## src/rtl/heart_bar_renderer.sv

```systemverilog
// Heart life-bar sprite renderer for the VGA pixel pipeline.
// Draws ROWS bars of SLOTS hearts from a shared sprite ROM. Per-row counts
// are snapshotted on frame_start, and hearts lost since the last frame blink
// for BLINK_FRAMES frames. The visibility flag is delayed to line up with the
// ROM read so is_heart/code describe the same pixel.
module heart_bar_renderer #(
    parameter int ROWS         = 3,
    parameter int SLOTS        = 5,
    parameter int COUNT_W      = 6,
    parameter int X0           = 510,
    parameter int Y0           = 220,
    parameter int SLOT_PITCH   = 20,
    parameter int ROW_PITCH    = 40,
    parameter int SPRITE_W     = 20,
    parameter int SPRITE_H     = 20,
    parameter int ADDR_W       = 9,
    parameter int COLOR_W      = 12,
    parameter int ROM_LAT      = 1,
    parameter logic [COLOR_W-1:0] TRANSPARENT = 12'h000,
    parameter int BLINK_FRAMES = 32,
    parameter int BLINK_HALF   = 4
) (
    input  logic                     Clk,
    input  logic                     Reset_n,
    input  logic                     frame_start,
    input  logic [9:0]               DrawX,
    input  logic [9:0]               DrawY,
    input  logic [ROWS*COUNT_W-1:0]  hearts,
    input  logic [ROWS-1:0]          row_enable,
    output logic [ADDR_W-1:0]        rom_addr,
    input  logic [COLOR_W-1:0]       rom_data,
    output logic                     is_heart,
    output logic [COLOR_W-1:0]       code
);

    localparam int CNT_W = $clog2(SLOTS + 1);
    localparam int TMR_W = $clog2(BLINK_FRAMES + 1);

    typedef enum logic {
        ST_IDLE  = 1'b0,
        ST_BLINK = 1'b1
    } row_state_e;

    logic [CNT_W-1:0] shown_v [ROWS];
    logic [CNT_W-1:0] ghost_v [ROWS];
    logic [ROWS-1:0]  blinking;
    logic [ROWS-1:0]  blink_on;

    logic [31:0]      px;
    logic [31:0]      py;
    logic             visible;

    logic [ROM_LAT-1:0] vis_pipe_q;
    logic               is_heart_q, is_heart_d;
    logic [COLOR_W-1:0] code_q, code_d;

    // Per-row snapshot / blink bookkeeping.
    for (genvar r = 0; r < ROWS; r++) begin : g_row
        row_state_e         state_q, state_d;
        logic [CNT_W-1:0]   shown_q, shown_d;
        logic [CNT_W-1:0]   ghost_q, ghost_d;
        logic [CNT_W-1:0]   c_new;
        logic [TMR_W-1:0]   timer_q, timer_d;
        logic [TMR_W-1:0]   elapsed;
        logic [COUNT_W-1:0] raw;

        assign raw         = hearts[r*COUNT_W +: COUNT_W];
        assign c_new       = (int'(raw) > SLOTS) ? CNT_W'(SLOTS) : CNT_W'(raw);
        assign elapsed     = TMR_W'(BLINK_FRAMES) - timer_q;
        assign blink_on[r] = ((int'(elapsed) / BLINK_HALF) % 2) == 0;
        assign blinking[r] = (state_q == ST_BLINK);
        assign shown_v[r]  = shown_q;
        assign ghost_v[r]  = ghost_q;

        // Next-state: loss starts/reloads a blink; otherwise a recovery cancels it or the timer runs down.
        always_comb begin
            state_d = state_q;
            shown_d = shown_q;
            ghost_d = ghost_q;
            timer_d = timer_q;
            if (frame_start) begin
                if (c_new < shown_q) begin
                    if (state_q == ST_BLINK) begin
                        ghost_d = (ghost_q > shown_q) ? ghost_q : shown_q;
                    end else begin
                        ghost_d = shown_q;
                    end
                    shown_d = c_new;
                    timer_d = TMR_W'(BLINK_FRAMES);
                    state_d = ST_BLINK;
                end else begin
                    shown_d = c_new;
                    if (c_new >= ghost_q) begin
                        state_d = ST_IDLE;
                        ghost_d = c_new;
                        timer_d = '0;
                    end else if (state_q == ST_BLINK) begin
                        timer_d = timer_q - 1'b1;
                        if (timer_q == TMR_W'(1)) begin
                            state_d = ST_IDLE;
                            ghost_d = c_new;
                        end
                    end
                end
            end
        end

        // Row state registers.
        always_ff @(posedge Clk or negedge Reset_n) begin
            if (!Reset_n) begin
                state_q <= ST_IDLE;
                shown_q <= '0;
                ghost_q <= '0;
                timer_q <= '0;
            end else begin
                state_q <= state_d;
                shown_q <= shown_d;
                ghost_q <= ghost_d;
                timer_q <= timer_d;
            end
        end
    end

    assign px = 32'(DrawX);
    assign py = 32'(DrawY);

    // Hit decode: first (row, slot) containing the pixel drives the ROM address and visibility.
    always_comb begin
        logic hit;
        hit      = 1'b0;
        rom_addr = '0;
        visible  = 1'b0;
        for (int unsigned r = 0; r < ROWS; r++) begin
            for (int unsigned s = 0; s < SLOTS; s++) begin
                if (!hit &&
                    py >= Y0 + r*ROW_PITCH && py < Y0 + r*ROW_PITCH + SPRITE_H &&
                    px >= X0 + s*SLOT_PITCH && px < X0 + s*SLOT_PITCH + SPRITE_W) begin
                    hit      = 1'b1;
                    rom_addr = ADDR_W'((py - (Y0 + r*ROW_PITCH)) * SPRITE_W +
                                       (px - (X0 + s*SLOT_PITCH)));
                    visible  = row_enable[r] &&
                               ((s < 32'(shown_v[r])) ||
                                (blinking[r] && s < 32'(ghost_v[r]) && blink_on[r]));
                end
            end
        end
    end

    // Delay visibility by the ROM latency.
    always_ff @(posedge Clk or negedge Reset_n) begin
        if (!Reset_n) begin
            vis_pipe_q <= '0;
        end else begin
            vis_pipe_q[0] <= visible;
            for (int unsigned i = 1; i < ROM_LAT; i++) begin
                vis_pipe_q[i] <= vis_pipe_q[i-1];
            end
        end
    end

    // Combine delayed visibility with the colour key.
    always_comb begin
        is_heart_d = vis_pipe_q[ROM_LAT-1] && (rom_data != TRANSPARENT);
        code_d     = is_heart_d ? rom_data : '0;
    end

    // Output register.
    always_ff @(posedge Clk or negedge Reset_n) begin
        if (!Reset_n) begin
            is_heart_q <= 1'b0;
            code_q     <= '0;
        end else begin
            is_heart_q <= is_heart_d;
            code_q     <= code_d;
        end
    end

    assign is_heart = is_heart_q;
    assign code     = code_q;

endmodule
```

## config.mk

```make
export PLATFORM = sky130hd
export DESIGN_NAME = heart_bar_renderer
export DESIGN_NICKNAME = d
export VERILOG_FILES = /design/src/rtl/heart_bar_renderer.sv
export SDC_FILE = /design/constraint.sdc
export NUM_CORES = 1
export LEC_CHECK = 0
export BUFFER_PORTS_ARGS = -buffer_cell sky130_fd_sc_hd__buf_2
export CORE_ASPECT_RATIO = 1.75
export CORE_MARGIN = 10
export CORE_UTILIZATION = 55
export DETAILED_ROUTE_END_ITERATION = 8
export PLACE_DENSITY = 0.83
export SETUP_SLACK_MARGIN = 0.2
export SYNTH_ARGS = -nofsm -noshare
export SYNTH_HDL_FRONTEND = slang
export SYNTH_SLANG_ARGS = --single-unit
```

## constraint.sdc

```tcl
create_clock -name Clk -period 4.34 [get_ports Clk]
set_input_delay 0.217 -clock Clk [delete_from_list [all_inputs] [get_ports Clk]]
set_output_delay 0.217 -clock Clk [all_outputs]
set_load 0.05 [all_outputs]
```

==> results.sh, run 1 <==
export IMPL_post_route_util=0.6421
export IMPL_syn_nets=1083
export IMPL_clkSinkCount=53
export IMPL_worstMarginPinSlew_ns=1.006
export IMPL_arrival_ns=3.81
export IMPL_ioPinCount=78
export IMPL_fin_ws_ns=0.3089
export IMPL_design_area_um2=8638
export IMPL_final_setup_viol_count=0
export IMPL_grt_overflow_total=0
export IMPL_wl_per_cell_um=22.19
export IMPL_synth_warnings=0
export IMPL_fin_tns_setup_ns=0
export IMPL_portBuffers=77
export IMPL_clk_pin_slew_ns=0.07
export IMPL_syn_to_final_growth_pct=13.91
export IMPL_fin_total_pwr_uw=3162
export IMPL_critPathKind="in2out"
export IMPL_fmaxAchievable_mhz=248.1
export IMPL_synthSimpleGateAreaFrac=0.1896
export IMPL_dp_slack_ns=0.007610
export IMPL_synth_yosys_seq_area_share=0.1749
export IMPL_synth_top_area_frac=0.1749
export IMPL_core_area_um2=13450
export IMPL_synth_xor_area_frac=0.1407
export IMPL_antenna_found_initial=1
export IMPL_skew_ns=0.007254
export IMPL_rsz0062_at_grt="true"
export IMPL_grt_max_degree=54
export IMPL_critPathMaxFanout=7
export IMPL_cts_hold_buf=0
export IMPL_die_height_um=175.3
export IMPL_hold_violations=0
export IMPL_postSynthCellCount=916
export IMPL_syn_avg_cell_area_um2=8.279
export IMPL_final_nets=1178
export IMPL_p_int_uw=1753
export IMPL_ys_ff_latch=53
export IMPL_crit_required_ns=4.12
export IMPL_dp_hpwl_um=21470
export IMPL_maxCapViolCount=0
export IMPL_outcome="complete, no violations"
export IMPL_grt_usage=0.2785
export IMPL_n_fill_cell=1199
export IMPL_synth_top_family_by_area="compound AO/OA/AOI/OAI gates"
export IMPL_synth_flop_cell="dfrtp_1"
export IMPL_layout_commonest_cell="ha_1"
export IMPL_vias_per_cell=6.443
export IMPL_power_leakage_uw=0.004033
export IMPL_crit_path_end_kind="output port"
export IMPL_placed_area_um2=8309
export IMPL_die_x_um=108.8
export IMPL_via_count=7641
export IMPL_combinationalPowerShare=0.651
export IMPL_synthAdderAreaFrac=0.1901
export IMPL_cts_max_level=2
export IMPL_power_switching_share=0.4455
export IMPL_post_route_period_util=0.9288
export IMPL_drt_total_wl_um=26320
export IMPL_synth_distinct_cells=80
export IMPL_synth_compound_area_frac=0.2425
export IMPL_synth_edff_count=0
export IMPL_clkPwrFrac=0.143
export IMPL_synth_top_cells_by_area="dfrtp_1 (17%), ha_1 (17%), xnor2_1 (8.0%)"
export IMPL_power_frac_seq=0.207
export IMPL_slew_headroom=0.3199
export IMPL_drive_above_1_share=0.1611
export IMPL_drt_iter0_drc=463
export IMPL_synth_area_um2=7584
export IMPL_antennaDiodeCount=0
export IMPL_peakVddDrop_v=0.0004234
export IMPL_p_per_area_nw_per_um2=366.0
export IMPL_hold_class="in2async"
export IMPL_setup_worst_path_start_class="input port"
export IMPL_drcViolationCount=0
export IMPL_layout_common_cells="ha_1 (102), a21oi_1 (99), buf_2 (75), xnor2_1 (68), nand2_1 (61)"
export IMPL_cts_tree="yes"
export IMPL_synth_mux_area_frac=0.01848
export IMPL_clock_root_buffer="clkbuf_16"
export IMPL_synth_area_leader_cell="dfrtp_1"
export IMPL_synth_async_reset_ratio=1.000
export IMPL_worstSkewPairLatency_ns=0.30
export IMPL_die_area_um2=19070
export IMPL_period_needed_ns=4.031
export IMPL_core_rowCount=56
export IMPL_drv_slew=0
export IMPL_first_global_vias=8048
export IMPL_place_congestion=1.114
export IMPL_cts_path_max_buffers=2
export IMPL_ant_nets=0
export IMPL_p_sw_uw=1409
export IMPL_drtPass1Iterations=6
export IMPL_cts_made_buffers=5
export IMPL_start_util=0.5637
export IMPL_grt_pass1_wl_um=41910
==> final cells by class <==
class | instances | area [µm²] | share of cell area
inverters | 55 | 206.4 | 0.02390
repair buffers | 114 | 668.1 | 0.07735
well taps | 174 | 217.7 | 0.02520
clock inverters | 2 | 38.79 | 0.004490
flip-flops and latches | 53 | 1326 | 0.1535
clock buffers | 6 | 128.9 | 0.01492
multi-input cells | 782 | 6052 | 0.7006
==> cell families (layout without fill, tap and decap cells) <==
| logic type | Yosys count | in the layout |
|---|---|---|
| mux | 14 | 14 |
| xor+xnor | 109 | 109 |
| compound gates | 285 | 285 |
| fa+ha+maj | 111 | 111 |
| flops | 53 | 53 |
| simple gates | 263 | 263 |
| buf+inv | 81 | 177 |
==> synth_stat cells, types with 8 or more instances <==
cell,instances
o31ai_1,9
a21o_1,25
clkbuf_1,13
and2_1,24
inv_1,54
xnor2_1,69
nand2b_1,8
xor2_1,32
o21a_1,8
dfrtp_1,53
o21ai_0,52
o21bai_1,9
mux2i_1,14
nor2b_1,8
nand4_1,8
nor3_1,21
nand2_1,61
a211oi_1,9
nor4_1,13
ha_1,104
nand3_1,17
nor2_1,55
a21oi_1,99
==> sequential cells by signal, indices dropped and copies added (netlist names) <==
register and cells:
vis_pipe_q 1, g_row.shown_q 9, code 12, g_row.state_q 3, g_row.timer_q 18, g_row.ghost_q 9
is_heart 1
==> stage by stage <==
| stage | hold WS (ns) | instances |
|---|---|---|
| after floorplan | -0.07859 | 916 |
| after CTS | 0.06418 | 1182 |
| after global routing | 0.09583 | 1186 |
| final | 0.03118 | 1186 |
| after detailed placement | 0.3717 | 1174 |
| after global placement | 0.3721 | 1174 |
==> critical path, cell delays in order <==
cell,delay [ns]
buf_2,0.15
inv_1,0.10
ha_4,0.26
ha_1,0.27
ha_1,0.28
fa_2,0.44
xor2_4,0.29
ha_1,0.32
a21oi_1,0.16
o21ai_0,0.12
xor2_1,0.16
xnor2_1,0.15
a2111o_1,0.42
a22oi_1,0.15
o21ai_1,0.09
clkbuf_4,0.22
==> power groups by stage <==
stage | combinational [µW] | sequential, µW | clock (µW)
6_report | 2060 | 653 | 451
5_1_grt | 2270 | 666 | 474
4_1_cts | 1980 | 651 | 457
3_5_place_dp | 1950 | 660 | 0
3_3_place_gp | 1920 | 657 | 0
2_1_floorplan | 1480 | 632 | 0
==> what timing repair did <==
action,in CTS,in global routing
pin swaps,1,6
gates resized for setup,5,18
endpoints found under the setup margin,3,3
buffers inserted,0,4
==> routing by layer <==
layer,vias to the layer above,GRT usage,routed length (µm)
li1,3557,-,-
met3,144,0.03996,1344
met4,2,0.2334,2504
met2,316,0.4970,13600
met5,-,0,11
met1,3622,0.2707,8867
==> final timing paths <==
check | from | to | cells past startpoint | slack (ns)
max | DrawY[2] | rom_addr[8] | 16 | 0.31
min | Reset_n | g_row[1].shown_q[0] | 2 | 0.03
max reg2reg | g_row[0].shown_q[2] | g_row[0].ghost_q[2] | 9 | 1.77
min reg2reg | g_row[0].timer_q[1] | g_row[0].timer_q[1] | 2 | 0.51
max in group asynchronous | Reset_n | code[6] | 2 | 3.87
min in group Clk | rom_data[1] | code[1] | 2 | 0.14
Note: power is estimated with default switching activity, not from simulation.
==> run 2, diff against run 1 <==
Settings changed: BUFFER_PORTS_ARGS -buffer_cell sky130_fd_sc_hd__buf_2 to -buffer_cell sky130_fd_sc_hd__buf_4, SLEW_MARGIN from default to 20.
==> run 2 against run 1 <==
  * Non-clock buffer count down 10
  * Sequential power about the same
  * Critical path type unchanged
  * Global-route usage down 0.45 points
==> results.sh, run 2 (synthesized netlist as in run 1, its figures left out) <==
export IMPL_grt_pass1_wl_um=41020
export IMPL_grt_overflow_total=0
export IMPL_cts_path_max_buffers=2
export IMPL_antennaDiodeCount=0
export IMPL_rsz0062_at_grt="true"
export IMPL_power_leakage_uw=0.004037
export IMPL_die_area_um2=19070
export IMPL_p_int_uw=1814
export IMPL_skew_ns=0.009794
export IMPL_drt_total_wl_um=26310
export IMPL_final_setup_viol_count=0
export IMPL_layout_commonest_cell="buf_4"
export IMPL_largest_register_ff_count=18
export IMPL_critPathKind="in2out"
export IMPL_place_congestion=1.113
export IMPL_clkPwrFrac=0.158
export IMPL_grt_max_degree=54
export IMPL_fin_ws_ns=0.3089
export IMPL_dp_hpwl_um=20990
export IMPL_syn_to_final_growth_pct=15.64
export IMPL_clk_pin_slew_ns=0.06
export IMPL_fin_tns_setup_ns=0
export IMPL_arrival_ns=3.81
export IMPL_portBuffers=77
export IMPL_cts_tree="yes"
export IMPL_peakVddDrop_v=0.0004862
export IMPL_post_route_period_util=0.9288
export IMPL_maxCapViolCount=0
export IMPL_drive_above_1_share=0.1517
export IMPL_worstSkewPairLatency_ns=0.30
export IMPL_start_util=0.5637
export IMPL_die_height_um=175.3
export IMPL_grt_usage=0.2739
export IMPL_drcViolationCount=0
export IMPL_final_nets=1168
export IMPL_fmaxAchievable_mhz=248.1
export IMPL_layout_common_cells="buf_4 (103), ha_1 (101), a21oi_1 (99), xnor2_1 (68), nand2_1 (61)"
export IMPL_dp_slack_ns=0.09155
export IMPL_period_needed_ns=4.031
export IMPL_hold_class="in2reg"
export IMPL_antenna_found_initial=0
export IMPL_reg2regPathDepth=10
export IMPL_n_fill_cell=1198
export IMPL_crit_required_ns=4.12
export IMPL_p_sw_uw=1395
export IMPL_crit_path_end_kind="output port"
export IMPL_first_global_vias=7880
export IMPL_cts_made_buffers=5
export IMPL_ioPinCount=78
export IMPL_hold_violations=0
export IMPL_via_count=7632
export IMPL_power_frac_seq=0.204
export IMPL_wl_per_cell_um=22.38
export IMPL_outcome="complete, no violations"
export IMPL_core_area_um2=13450
export IMPL_clkSinkCount=53
export IMPL_ant_nets=0
export IMPL_core_rowCount=56
export IMPL_p_per_area_nw_per_um2=365.9
export IMPL_critPathMaxFanout=7
export IMPL_clock_root_buffer="clkbuf_16"
export IMPL_regMostFlops="g_row.timer_q"
export IMPL_worstMarginPinSlew_ns=0.9472
export IMPL_drv_slew=0
export IMPL_die_x_um=108.8
export IMPL_drt_iter0_drc=561
export IMPL_vias_per_cell=6.490
export IMPL_whs_path_depth=2
export IMPL_combinationalPowerShare=0.638
export IMPL_power_switching_share=0.4347
export IMPL_slew_headroom=0.3662
export IMPL_drtPass1Iterations=5
export IMPL_setup_worst_path_start_class="input port"
export IMPL_cts_max_level=2
-- run 2: timing repair --
| item | CTS | global route |
|---|---|---|
| hold endpoints to repair | 53 | 0 |
| pin swaps | 1 | 4 |
| hold buffers | 1 | 0 |
| setup endpoints to repair | 3 | 3 |
| buffers inserted | 0 | 4 |
| resized for setup | 4 | 13 |
-- run 2: path summary, 6_finish.rpt --
check	end	slack (ns)	from
max	rom_addr[6]	0.31	DrawY[2]
min in group asynchronous	g_row[1].shown_q[0]	0.48	Reset_n
min reg2reg	g_row[0].timer_q[5]	0.51	g_row[0].timer_q[5]
max in group asynchronous	g_row[0].timer_q[3]	3.41	Reset_n
min	code[3]	0.14	rom_data[3]
max reg2reg	g_row[1].ghost_q[1]	1.76	g_row[1].shown_q[2]
-- run 2: routing by layer --
metal,global-route usage,wire length [µm]
met1,0.2586,8563
met2,0.4841,13440
met3,0.05938,1686
met4,0.2290,2628
met5,0,0
-- run 2: per-stage QoR --
stage          cells    util  hold WS [ns]  instance area (µm²)  total power, µW
2_1_floorplan    916       -      -0.07859                 7584             2111
3_3_place_gp    1163  0.6258        0.2923                 8419             2560
3_5_place_dp    1163  0.6258        0.2897                 8419             2607
4_1_cts         1172  0.6426        0.1352                 8645             3144
5_1_grt         1176  0.6519        0.1372                 8770             3459
6_report        1176  0.6519        0.1397                 8770             3209
-- run 2: layout make-up --
| cell class | instances | area (µm²) | share of cell area |
|---|---|---|---|
| multi-input combinational | 782 | 6042 | 0.6890 |
| sequential | 53 | 1326 | 0.1512 |
| timing repair buffer | 104 | 783.3 | 0.08931 |
| tap | 174 | 217.7 | 0.02483 |
| inverter | 55 | 210.2 | 0.02397 |
| clock buffer | 5 | 125.1 | 0.01427 |
| clock inverter | 3 | 65.06 | 0.007419 |
-- run 2: critical path, cell delays in order --
cell        delay [ns]
buf_4             0.13
clkinvlp_4        0.12
ha_4              0.29
inv_1             0.06
ha_1              0.27
ha_1              0.22
fa_2              0.70
ha_1              0.30
xnor2_1           0.14
a221o_1           0.39
a311oi_2          0.21
o221ai_1          0.19
a221o_1           0.37
buf_4             0.19
-- run 2: power by group through the flow --
stage	logic [µW]	registers, µW	clock network (µW)
floorplan	1480	632	0
global placement	1900	657	0
detailed placement	1950	661	0
CTS	1970	653	516
global route	2260	665	536
finish	2050	655	507
==> run 3, diff against run 2 <==
Settings changed: MAX_ROUTING_LAYER from default to met4.
==> run 3 against run 2 <==
  * Critical path depth grew 1
  * Die area did not move
  * Clock power shrank 8.1%
  * Critical endpoint unchanged
  * First-iteration DRC count up 8.9%
  * Sequential share of layout area up 0.12 points
==> results.sh, run 3 (synthesized netlist as in run 1, its figures left out) <==
export IMPL_skew_ns=0.008033
export IMPL_regArea_um2=1326
export IMPL_grt_overflow_total=0
export IMPL_ant_nets=0
export IMPL_core_rowCount=56
export IMPL_drt_total_wl_um=26010
export IMPL_slowest_delay_ns=0.64
export IMPL_grt_pass1_wl_um=41010
export IMPL_maxCapViolCount=0
export IMPL_rsz0062_at_grt="true"
export IMPL_die_height_um=175.3
export IMPL_hold_class="in2reg"
export IMPL_drtPass1Iterations=5
export IMPL_cts_path_max_buffers=2
export IMPL_layout_commonest_cell="buf_4"
export IMPL_portBuffers=77
export IMPL_grt_usage=0.2815
export IMPL_post_route_period_util=0.9308
export IMPL_grt_use_met1=0.2689
export IMPL_setup_worst_path_start_class="input port"
export IMPL_fin_total_pwr_uw=3141
export IMPL_via_count=7559
export IMPL_die_x_um=108.8
export IMPL_period_needed_ns=4.040
export IMPL_ioPinCount=78
export IMPL_start_util=0.5637
export IMPL_drt_iter0_drc=611
export IMPL_cts_made_buffers=5
export IMPL_critPathKind="in2out"
export IMPL_peakVddDrop_v=0.0004229
export IMPL_vias_per_cell=6.411
export IMPL_drive_above_1_share=0.1463
export IMPL_first_global_vias=7847
export IMPL_crit_path_end_kind="output port"
export IMPL_antennaDiodeCount=0
export IMPL_critPathMaxFanout=7
export IMPL_power_leakage_uw=0.004032
export IMPL_p_per_area_nw_per_um2=360.9
export IMPL_grt_max_degree=54
export IMPL_final_nets=1171
export IMPL_core_area_um2=13450
export IMPL_arrival_ns=3.82
export IMPL_slew_headroom=0.4197
export IMPL_drv_slew=0
export IMPL_place_congestion=1.125
export IMPL_drcViolationCount=0
export IMPL_layout_common_cells="buf_4 (106), ha_1 (102), a21oi_1 (99), xnor2_1 (68), nand2_1 (61)"
export IMPL_cp_slowest_cell="fa_2"
export IMPL_hold_violations=0
export IMPL_syn_to_final_growth_pct=14.75
export IMPL_largest_register_ff_count=18
export IMPL_final_setup_viol_count=0
export IMPL_grt_busiest_layer="met2"
export IMPL_grtUsageMet2=0.4869
export IMPL_multiInputGateArea_um2=5973
export IMPL_clock_root_buffer="clkbuf_16"
export IMPL_fmaxAchievable_mhz=247.5
export IMPL_cts_tree="yes"
export IMPL_cts_max_level=2
export IMPL_fin_tns_setup_ns=0
export IMPL_wl_per_cell_um=22.06
export IMPL_crit_required_ns=4.12
export IMPL_path_cells="buf_4, inv_2, ha_4, inv_1, ha_1, ha_1, fa_2, buf_4, ha_1, xnor2_1, a221o_1, a311oi_1, o221ai_1, a221o_1, buf_4"
export IMPL_worstSkewPairLatency_ns=0.30
export IMPL_n_fill_cell=1202
export IMPL_clk_pin_slew_ns=0.06
export IMPL_dp_hpwl_um=20670
export IMPL_die_area_um2=19070
export IMPL_clkSinkCount=53
export IMPL_antenna_found_initial=0
export IMPL_outcome="complete, no violations"
export IMPL_regMostFlops="g_row.timer_q"
export IMPL_worstMarginPinSlew_ns=0.8673
export IMPL_gr_usage_met3=0.04765
-- run 3: timing repair --
item	4_1_cts	5_1_grt
resized for setup	3	7
pin swaps	1	2
hold buffers	1	0
endpoints found under the hold margin	53	0
setup buffers	3	1
endpoints found under the setup margin	3	3
-- run 3: layer usage --
| metal | up-vias | routed length (µm) |
|---|---|---|
| met4 | 0 | 2328 |
| met1 | 3515 | 8793 |
| met3 | 143 | 1660 |
| li1 | 3541 | - |
| met5 | - | 0 |
| met2 | 360 | 13230 |
-- run 3: path summary, 6_finish.rpt --
path / startpoint / end / slack (ns) / cells past startpoint
max in group asynchronous: Reset_n / g_row[0].timer_q[4] / 3.41 / 2
worst min register to register: g_row[0].timer_q[1] / g_row[0].timer_q[1] / 0.52 / 2
min in group asynchronous: Reset_n / g_row[1].timer_q[0] / 0.49 / 2
worst max-delay path: DrawY[2] / rom_addr[6] / 0.30 / 15
worst min-delay path: rom_data[7] / code[7] / 0.14 / 2
worst max register to register: g_row[1].shown_q[2] / g_row[1].ghost_q[0] / 1.75 / 10
-- run 3: critical path, delay by kind of cell --
kind / cells / cell delay [ns]
adder cells (fa/ha/maj): 5 / 1.67
AO/OA/AOI/OAI: 4 / 1.18
buffers and inverters: 5 / 0.59
XOR/XNOR: 1 / 0.15
-- run 3: stage by stage --
| stage | utilization | cell area (µm²) | hold slack [ns] | instances | setup slack (ns) |
|---|---|---|---|---|---|
| floorplan | - | 7584 | -0.07859 | 916 | 0.2735 |
| global route | 0.6469 | 8702 | 0.1397 | 1179 | 0.1577 |
| finish | 0.6469 | 8702 | 0.1377 | 1179 | 0.3003 |
| global placement | 0.6275 | 8442 | 0.2872 | 1166 | 0.1381 |
| detailed placement | 0.6275 | 8442 | 0.2932 | 1166 | 0.01074 |
| CTS | 0.6441 | 8665 | 0.1374 | 1178 | 0.2112 |
-- run 3: layout make-up --
class	count	share of cell area
clock inverters	1	0.003451
well taps	174	0.02502
clock buffers	7	0.01639
multi-input cells	782	0.6864
inverters	55	0.02372
repair buffers	107	0.09260
flip-flops and latches	53	0.1524
-- run 3: power by group --
group          switching (µW)  leakage [µW]  internal, µW  total, µW
clock                     177     0.0000841           288        466
combinational            1110       0.00327           908       2020
sequential               89.0      0.000676           566        655
